File: config.mk
export PLATFORM = sky130hd
export DESIGN_NAME = circle_lines_stream
export DESIGN_NICKNAME = d
export VERILOG_FILES = /design/src/rtl/circle_lines_stream.sv
export SDC_FILE = /design/constraint.sdc
export NUM_CORES = 1
export LEC_CHECK = 0
export ABC_AREA = 1
export BUFFER_PORTS_ARGS = -buffer_cell sky130_fd_sc_hd__buf_2
export CAP_MARGIN = 0
export CORE_MARGIN = 2
export CORE_UTILIZATION = 40
export DETAILED_ROUTE_END_ITERATION = 16
export HOLD_SLACK_MARGIN = 0.03
export SLEW_MARGIN = 20
export SYNTH_ARGS = -nofsm -noshare
export SYNTH_HDL_FRONTEND = slang
export SYNTH_SLANG_ARGS = --single-unit
File: constraint.sdc
create_clock -name _clock -period 4.7 [get_ports _clock]
set_input_delay 0.235 -clock _clock [delete_from_list [all_inputs] [get_ports _clock]]
set_output_delay 0.235 -clock _clock [all_outputs]
set_load 0.01 [all_outputs]
File: src/rtl/circle_lines_stream.sv
// circle_lines_stream: midpoint-circle generator that streams span or point tuples over valid/ready.
// Define CIRCLE_LINES_STREAM_COUNT_EN to add the _count transfer counter output.
module circle_lines_stream #(
  parameter int WIDTH = 32,
  parameter int MODE = 0
) (
  input  logic                    _clock,
  input  logic                    _reset,
  input  logic                    _start,
  input  logic signed [WIDTH-1:0] cx,
  input  logic signed [WIDTH-1:0] cy,
  input  logic signed [WIDTH-1:0] r,
  input  logic                    _ready,
  output logic                    _valid,
  output logic signed [WIDTH-1:0] _out0,
  output logic signed [WIDTH-1:0] _out1,
  output logic signed [WIDTH-1:0] _out2,
  output logic signed [WIDTH-1:0] _out3,
  output logic                    _done
`ifdef CIRCLE_LINES_STREAM_COUNT_EN
  ,
  output logic [WIDTH-1:0]        _count
`endif
);
  localparam int DW = WIDTH + 4;
  localparam logic [2:0] LAST = (MODE == 0) ? 3'd3 : 3'd7;
  typedef enum logic [2:0] {IDLE, INIT, EMIT, STEP, DONE} state_t;
  state_t state, state_n;
  logic signed [WIDTH-1:0] lcx, lcy, lr, x, y, x_n, y_n, a, b, t0, t1, t2;
  logic signed [DW-1:0] d, d_n, rx, xx, yx;
  logic [2:0] k, k_n;
  logic xfer, load, dpos, sw, neg_y;
  assign rx = lr;
  assign xx = x;
  assign yx = y;
  assign xfer = _valid & _ready;
  assign dpos = !d[DW-1] && (d != '0);
  assign _valid = state == EMIT;
  assign _done = state == DONE;
  always_comb begin
    state_n = state;
    x_n = x;
    y_n = y;
    d_n = d;
    k_n = k;
    load = 1'b0;
    case (state)
      INIT: begin
        x_n = '0;
        y_n = lr;
        d_n = DW'(3) - (rx <<< 1);
        k_n = '0;
        load = !lr[WIDTH-1];
        state_n = load ? EMIT : DONE;
      end
      EMIT: if (xfer) begin
        k_n = k + 3'd1;
        load = k != LAST;
        state_n = load ? EMIT : STEP;
      end
      STEP: begin
        x_n = x + 1'b1;
        y_n = dpos ? y - 1'b1 : y;
        d_n = dpos ? d + ((xx - yx) <<< 2) + DW'(10) : d + (xx <<< 2) + DW'(6);
        k_n = '0;
        load = y_n >= x_n;
        state_n = load ? EMIT : DONE;
      end
      default: ;
    endcase
    if (_start) state_n = INIT;
  end
  // The tuple loaded next is built from the post-update loop values and index.
  assign sw = (MODE == 0) ? k_n[1] : k_n[2];
  assign neg_y = (MODE == 0) ? k_n[0] : k_n[1];
  assign a = sw ? y_n : x_n;
  assign b = sw ? x_n : y_n;
  assign t0 = (MODE == 0 || k_n[0]) ? lcx - a : lcx + a;
  assign t1 = neg_y ? lcy - b : lcy + b;
  assign t2 = (MODE == 0) ? lcx + a : t0;
  always_ff @(posedge _clock) state <= _reset ? IDLE : state_n;
  always_ff @(posedge _clock) begin
    if (_reset) begin
      {lcx, lcy, lr, x, y, d, k} <= '0;
      {_out0, _out1, _out2, _out3} <= '0;
    end else if (_start) begin
      lcx <= cx;
      lcy <= cy;
      lr <= r;
    end else begin
      x <= x_n;
      y <= y_n;
      d <= d_n;
      k <= k_n;
      if (load) begin
        _out0 <= t0;
        _out1 <= t1;
        _out2 <= t2;
        _out3 <= t1;
      end
    end
  end
`ifdef CIRCLE_LINES_STREAM_COUNT_EN
  always_ff @(posedge _clock) _count <= (_reset || _start) ? '0 : _count + WIDTH'(xfer);
`endif
endmodule

**Word-level counts from Yosys, hierarchy flattened**

Cells that the tools add are included.

- Bits in registers: 298
- Bits in latches: 0
- Bits in writable memories: 0
- Bits in read-only memories: 0
- Input port bits: 100
- Output and inout bits: 130
- Word-level logic and storage cells: 69
- Memories kept: 0

- $add $sub $neg: 13
- Multipliers: 0
- Divide/modulo/power cells: 0
- Order comparisons: 1
- Equal/unequal tests: 7
- Shift operators: 0
- Mux-type cells: 18
- Bitwise operators: 2
- Reductions and logical operators: 15

Operator list:

| operator | count |
|---|---|
| 32-bit two-way mux | 4 |
| 32-bit case mux with 2 select lines | 2 |
| 36-bit case mux with 2 select lines | 1 |
| 32-bit adder | 2 |
| 32-bit subtractor | 2 |
| 36-bit by 34-bit adder with 36-bit output | 1 |
| 36-bit by 35-bit adder with 36-bit output | 1 |
| 36-bit by 4-bit adder with 36-bit output (second input constant) | 1 |
| 36-bit by 5-bit adder with 36-bit output (second input constant) | 1 |
| 36-bit two-way mux | 1 |
| 36-bit nonzero test | 1 |
| 3-bit by 33-bit subtractor with 34-bit output (first input constant) | 1 |
| 32-bit by 32-bit subtractor with 33-bit output | 1 |
| 32-bit by 1-bit adder with 32-bit output (second input constant) | 1 |
| 32-bit greater-or-equal comparator | 1 |
| 32-bit by 1-bit subtractor with 32-bit output (second input constant) | 1 |
| 3-bit two-way mux | 4 |
| 3-bit case mux with 3 select lines | 1 |
| 2-bit AND reduction | 4 |
| 3-bit by 2-bit == test with 1-bit output (second input constant) | 2 |
| 3-bit by 2-bit inequality test with 1-bit output (second input constant) | 2 |
| 3-bit case mux with 2 select lines | 1 |
| 2-bit nonzero test | 2 |
| 4-bit nonzero test | 1 |
| other kinds (13) | 17 |

**Depth between registers and ports, before layout**

Gate-level depths: netlist (run 1).

- Depth after elaboration: 7
- Depth in mapped cells: 37

**Worst setup path before layout (run 1)**

OpenSTA, ideal clock, no wires.

- Kind: flip-flop to flip-flop
- Start: register y[2]
- End: register d[33]
- Library setup time: 0.119 ns
- Arrival: 4.373 ns
- Data required time: 4.581 ns
- Slack: 0.208 ns
- Cell stages (with the launch flop): 29
- Path through: dfxtp_1 > inv_1 > ha_1 > a21oi_1 > nand2_1 > a21oi_1 > o21ai_1 > a21boi_0 > o21ai_1 > a21boi_0 > o21ai_0 > a21boi_1 > o21ai_0 > xor2_1 > ha_1 > ha_1 > nand2_1 > nor2_1 > inv_1 > nor2_1 > nand3_1 > o21ai_0 > nand3_1 > nand2_1 > a21oi_1 > o21ai_0 > o21ai_0 > nand2_1 > a21oi_1

- Longest elaborated chain between the ends: 5

Ends and longest elaborated chain:

| what | line | RTL |
|---|---|---|
| start, declared | 29 | `logic signed [WIDTH-1:0] lcx, lcy, lr, x, y, x_n, y_n, a, b, t0, t1, t2;` |
| start signal, assigned | 92 | `y <= y_n;` |
| 32-bit by 32-bit subtractor with 33-bit output | 64 | `d_n = dpos ? d + ((xx - yx) <<< 2) + DW'(10) : d + (xx <<< 2) + DW'(6);` |
| 36-bit by 35-bit adder with 36-bit output | 64 |  |
| 36-bit by 5-bit adder with 36-bit output | 64 |  |
| 36-bit two-way mux | 64 |  |
| 36-bit case mux with 2 select lines | 47 | `case (state)` |
| end signal, assigned | 93 | `d <= d_n;` |
| end, declared | 30 | `logic signed [DW-1:0] d, d_n, rx, xx, yx;` |

No other way between the ends.
A chain may end at the register's enable or synchronous reset.

**Worst setup path in the final report (run 1)**

- Start: register d[27]
- End: register _out3[30]

- Longest elaborated chain between the ends: 7
- Elaborated cells on any way between the ends: 11

Ends and longest elaborated chain:

| what | line | RTL |
|---|---|---|
| 36-bit nonzero test * | 37 | `assign dpos = !d[DW-1] && (d != '0);` |
| 1-bit logical AND * | 37 |  |
| 32-bit two-way mux * | 63 | `y_n = dpos ? y - 1'b1 : y;` |
| 32-bit case mux with 2 select lines | 47 |  |
| 32-bit two-way mux | 77 | `assign b = sw ? x_n : y_n;` |
| 32-bit adder or 32-bit subtractor (tied branches) | 79 | `assign t1 = neg_y ? lcy - b : lcy + b;` |
| 32-bit two-way mux | 79 |  |
| end signal, assigned | 99 | `_out3 <= t1;` |
| end, declared | 18 | `output logic signed [WIDTH-1:0] _out3,` |

Every way passes the cells marked *; elsewhere a longest branch is shown, timed or not.

==> results.toml, run 1 <==
[timing]
max_freq_ghz = 0.218
hold_viol_final = 0
slew_violations = 0
post-route-min-period_ns = 4.59
rsz0062_at_grt = "yes"
finalCritPeriodShare = 0.976
skew_ns = 0.0272
worst_pin_slew_ns = 0.996
setup_viol = 0
setup_ws_ns = 0.113
max_slew_margin = 0.330

[global_routing]
track_usage = 0.309
antenna_found_initial = 3
grt_max_degree = 94
overflow = 0
grt_pass1_vias = 30900
grt_pass1_wl_mm = 176

[clock_network]
cts_buffers = 39
tritoncts = "done"
root_buffer = "clkbuf_16"
htree_levels = 2
clk_pin_slew_ns = 0.07
cts.path.max_buffers = 3
clk_latency_ns = 0.59
cts_num_sinks = 297

[routing]
vias_per_cell = 5.35
drc_errors = 0
routed-via-count = 33000
wire_per_inst_um = 19.0
drt_iter0_drc = 2628
drt_wl_total_mm = 117
drtPass1Iterations = 6
ant_nets = 0

[logic_synthesis]
ys_ff_latch = 297
async_reset_ff_frac = 0
yosys.area.top_type = "dfxtp_1"
syn_nets = 4909
syn-instance-count = 4508
ys_seq_area_frac = 0.211
syn-cell-area_um2 = 28200
avgSynthCellArea_um2 = 6.26
synthTopCellsByArea = "dfxtp_1 (21%), ha_1 (13%), nand2_1 (12%)"
synth_top_area_frac = 0.211
synth-edff-count = 0
synth_flop_cell = "dfxtp_1"
ys_types = 54
ys_warn_count = 0

[finish]
fillers = 7168
drive_gt1_frac = 0.222
final-seq-area_um2 = 5970
final_util = 0.534
layout.nets = 5603
final_area_um2 = 37300
multi_input_area_um2 = 20600
diodes = 0
syn2layout_area_growth_pct = 32.4

[place]
io_buffers = 229
dp_hpwl_mm = 92.3
gp_congestion = 1.00
dpl_cell_area_um2 = 33600
place_ws_ns = -0.294

[setup_path]
path_max_fanout = 6
path_class = "reg -> reg"
crit_path_max_incr_delay_ns = 0.36
critPathMostFrequentCell = "nand2_2"
cpLargestDelayFamily = "simple AND/OR/NAND/NOR gates"
crit_path_start_kind = "flop"
critPathBufInv = 5
critPathCaptureType = "flop"
crit_slowest_cell = "ha_1"
crit_required_ns = 5.15
worstPathArrival_ns = 5.04

[floorplan]
design.core.area_um2 = 69900
die_height_um = 270
fp.dieW_um = 270
initial_core_util = 0.404
rows = 97
die_area_um2 = 72700
io_pins = 230

[power]
vdd_ir_drop_max_v = 0.000286
powerDensity_nw_per_um2 = 303
p_leak_nw = 18.7

[worst_hold_path]
min_path_type = "in -> reg"

[status]
status = "complete, no violations"

[run]
drv_cap = 0
-- sequential cells by signal (all words and copies together), names as in the netlist --
name   cells
_out0     32
_out2     31
_out3     32
d         36
k          3
lcx       32
lcy       32
lr        32
state      3
x         32
y         32
-- where the power goes --
group	total (mW)	switching [mW]	internal [mW]
clock	3.17	1.32	1.85
sequential	2.84	0.160	2.68
combinational	5.31	3.05	2.26
total	11.3	4.53	6.79
-- final cells by class --
cell class | count | share of cell area
timing repair buffer | 857 | 0.168
inverter | 540 | 0.0547
multi-input combinational | 3467 | 0.551
clock inverter | 20 | 0.00643
sequential | 297 | 0.160
clock buffer | 49 | 0.0288
tap | 940 | 0.0315
-- cells in the final DEF (no fill, tap or decap), drive strengths merged, types with 5 or more instances in the layout --
cell         count
a21boi          13
a21o            12
a21oi          453
a221oi           7
a22oi            7
a31oi           40
buf            772
clkbuf          49
clkinv          15
dfxtp          297
dlygate4sd3     85
fa               6
ha             295
inv            539
nand2          917
nand3          242
nand3b           5
nand4           49
nor2           538
nor3            57
nor4            16
o2111ai          6
o211ai          18
o21a            15
o21ai          481
o21bai          14
o221ai          10
o22ai           13
o32ai           16
or2             17
xnor2           50
xor2           157
-- synthesized netlist by cell type, types with 9 or more instances --
| cell type | instances |
|---|---|
| nand4_1 | 49 |
| or2_2 | 9 |
| inv_1 | 529 |
| buf_4 | 35 |
| a21oi_1 | 453 |
| a21o_1 | 12 |
| o21ai_0 | 462 |
| xnor2_1 | 50 |
| o21bai_1 | 14 |
| ha_1 | 295 |
| nand2_1 | 908 |
| o211ai_1 | 18 |
| a21boi_0 | 11 |
| a31oi_1 | 40 |
| nor2_2 | 10 |
| nor4_1 | 16 |
| nand3_1 | 241 |
| o221ai_1 | 10 |
| buf_1 | 9 |
| o22ai_1 | 13 |
| nor3_1 | 51 |
| buf_2 | 21 |
| dfxtp_1 | 297 |
| inv_2 | 9 |
| o32ai_1 | 16 |
| xor2_1 | 157 |
| clkbuf_1 | 137 |
| o21ai_1 | 16 |
| nor2_1 | 525 |
| o21a_1 | 15 |
-- worst reg2reg max path: cells and delay by family (launching register included) --
| kind | cells | cell delay, ns |
|---|---|---|
| flops | 1 | 0.32 |
| xor+xnor | 2 | 0.34 |
| compound gates | 4 | 0.48 |
| fa+ha+maj | 1 | 0.36 |
| buf+inv | 5 | 0.62 |
| simple gates | 20 | 2.36 |
-- logic make-up (layout without fill, tap and decap cells) --
group	after synthesis	count (layout)	share of synthesized area
AO/OA/AOI/OAI	1113	1113	0.213
XOR/XNOR	207	207	0.0643
adder cells (fa/ha/maj)	301	301	0.135
buffers and inverters	744	1466	0.105
flip-flops	297	297	0.211
AND/OR/NAND/NOR	1846	1846	0.271
-- through the flow --
step                std cells  hold slack, ns  TNS (ns)  total power, mW
floorplan                4508           0.370         0             5.69
global placement         5980           0.442     -1.26             7.62
detailed placement       5980           0.444     -2.21             7.64
CTS                      6138          0.0373         0             10.9
global route             6170          0.0634     -1.22             12.0
finish                   6170          0.0408         0             11.3
-- metal layers --
| metal | track usage | up-vias | wire, um |
|---|---|---|---|
| li1 | - | 16400 | - |
| met4 | 0.127 | 2 | 5040 |
| met2 | 0.506 | 1084 | 53300 |
| met1 | 0.412 | 15300 | 51200 |
| met3 | 0.0332 | 216 | 7400 |
| met5 | 0 | - | 14 |
-- worst paths after layout --
kind / from / to / slack, ns / cells past startpoint
hold / removal: r[9] / lr[9] / 0.04 / 3
setup / recovery: d[27] / _out3[30] / 0.11 / 32
hold reg to reg: d[0] / d[0] / 0.45 / 2
setup reg to reg: d[27] / _out3[30] / 0.11 / 32
-- repair_timing --
item | in CTS | in global routing
endpoints found under the hold margin | 85 | 0
setup buffers | 4 | 33
endpoints found under the setup margin | 18 | 112
hold buffers | 85 | 0
resized for setup | 32 | 320
pin swaps | 10 | 114
No activity file was read; power rests on OpenSTA's default activity.
==> run 2, diff against run 1 <==
- ABC_CLOCK_PERIOD_IN_PS: unset -> 4800
- HOLD_SLACK_MARGIN: 0.03 -> unset
- clock period: 4.7 -> 4.8 ns (I/O delays scaled with it)
==> results.toml, run 2 (synthesis gave the netlist of run 1 again) <==
[global_routing]
overflow = 0
track_usage = 0.302
grt_pass1_wl_mm = 173
grt_pass1_vias = 30300
grt_max_degree = 114
antenna_found_initial = 2

[routing]
drt_wl_total_mm = 115
vias_per_cell = 5.38
drt_iter0_drc = 2858
ant_nets = 0
drtPass1Iterations = 6
routed-via-count = 32400
drc_errors = 0
wire_per_inst_um = 19.1

[clock_network]
cts_num_sinks = 297
cts.path.max_buffers = 3
clk_pin_slew_ns = 0.06
clk_latency_ns = 0.60
root_buffer = "clkbuf_16"
tritoncts = "done"
htree_levels = 2
cts_buffers = 39

[timing]
max_freq_ghz = 0.217
rsz0062_at_grt = "yes"
slew_violations = 0
setup_viol = 0
worst_pin_slew_ns = 1.00
post-route-min-period_ns = 4.61
skew_ns = 0.0361
hold_viol_final = 0
max_slew_margin = 0.334
finalCritPeriodShare = 0.960

[finish]
largest_reg_flops = 36
final_common_cell = "nand2_1"
diodes = 0
largest-register = "d"
layout.nets = 5458
final_area_um2 = 35900
syn2layout_area_growth_pct = 27.2
layout_common_cells = "nand2_1 (873), inv_1 (519), nor2_1 (492)"
drive_gt1_frac = 0.183

[setup_path]
crit_required_ns = 5.26
path_class = "reg -> reg"
crit_slowest_cell = "dfxtp_2"
crit_path_max_incr_delay_ns = 0.35
path_max_fanout = 6
worstPathArrival_ns = 5.06
critPathCaptureType = "flop"
crit_path_start_kind = "flop"

[place]
gp_congestion = 1.00
dp_hpwl_mm = 90.5
io_buffers = 229
dpl_cell_area_um2 = 32500

[floorplan]
die_area_um2 = 72700
design.core.area_um2 = 69900
die_height_um = 270
fp.dieW_um = 270
initial_core_util = 0.404
rows = 97
io_pins = 230

[power]
powerDensity_nw_per_um2 = 304
switching_share = 0.398
combinationalPowerShare = 0.445
p_leak_nw = 18.0
power_mw = 10.9
power.internal_mw = 6.58
seqPwrFrac = 0.255
vdd_ir_drop_max_v = 0.000262
p_switching_mw = 4.35
clkPwrFrac = 0.301

[run]
drv_cap = 0

[status]
status = "complete, no violations"

[worst_hold_path]
min_path_type = "in -> reg"
==> run 2: cell count changes in the layout (fill, tap and decap cells not counted), sizes merged <==
cell,previous run,this run
clkbuf,49,50
clkinv,15,6
dlygate4sd3,85,86
clkinvlp,2,4
buf,772,626
inv,539,541
bufinv,4,8
==> run 2: per-stage QoR <==
step | worst slack, ns | hold WS [ns] | util | TNS (ns) | cells
final | 0.191 | 0.0414 | 0.514 | 0 | 6025
after global routing | -0.0800 | 0.0591 | 0.514 | -0.582 | 6025
after CTS | 0.0120 | 0.0161 | 0.498 | 0 | 5996
after detailed placement | -0.206 | 0.450 | 0.465 | -1.51 | 5840
after global placement | -0.166 | 0.438 | 0.465 | -0.823 | 5840
after floorplan | 0.308 | 0.375 | - | 0 | 4508
==> run 2: critical path: cells and delay by family (launching register included) <==
kind	cells	cell delay, ns
buffers and inverters	4	0.49
flip-flops	1	0.35
AO/OA/AOI/OAI	7	1.21
adder cells (fa/ha/maj)	1	0.33
AND/OR/NAND/NOR	15	1.77
XOR/XNOR	2	0.35
==> run 2: what timing repair did <==
action	4_1_cts	5_1_grt
cloned	0	0
pin swaps	5	80
endpoints found under the hold margin	86	0
buffers inserted	1	29
hold buffers	86	0
resized for setup	19	238
setup endpoints to repair	37	112
==> run 2: per-layer routing <==
metal / up-vias / GRT usage / share of wire
met2: 1163 / 0.499 / 0.46
li1: 16100 / - / -
met3: 208 / 0.0354 / 0.070
met5: - / 0 / 0
met1: 15000 / 0.405 / 0.44
met4: 0 / 0.110 / 0.038
==> run 2: worst paths after layout <==
path,slack (ns),end,from,cells past startpoint
hold / removal,0.04,lr[1],r[1],3
hold reg to reg,0.46,d[0],d[0],2
setup reg to reg,0.19,_out3[29],d[27],29
setup / recovery,0.19,_out3[29],d[27],29
==> run 2: layout make-up <==
class,instances,area (um2)
Fill cell,7214,34000
Multi-Input combinational cell,3467,20200
Sequential cell,297,5960
Timing Repair Buffer,712,5150
Inverter,540,2040
Tap cell,940,1180
Clock buffer,50,1050
Clock inverter,19,338
==> run 2: power groups by stage <==
| stage | Sequential (mW) | Clock (mW) | Combinational (mW) |
|---|---|---|---|
| after floorplan | 2.81 | 0 | 2.76 |
| after global placement | 2.83 | 0 | 4.43 |
| after detailed placement | 2.83 | 0 | 4.44 |
| after CTS | 2.78 | 3.33 | 4.54 |
| after global routing | 2.80 | 3.42 | 5.36 |
| final | 2.78 | 3.28 | 4.86 |
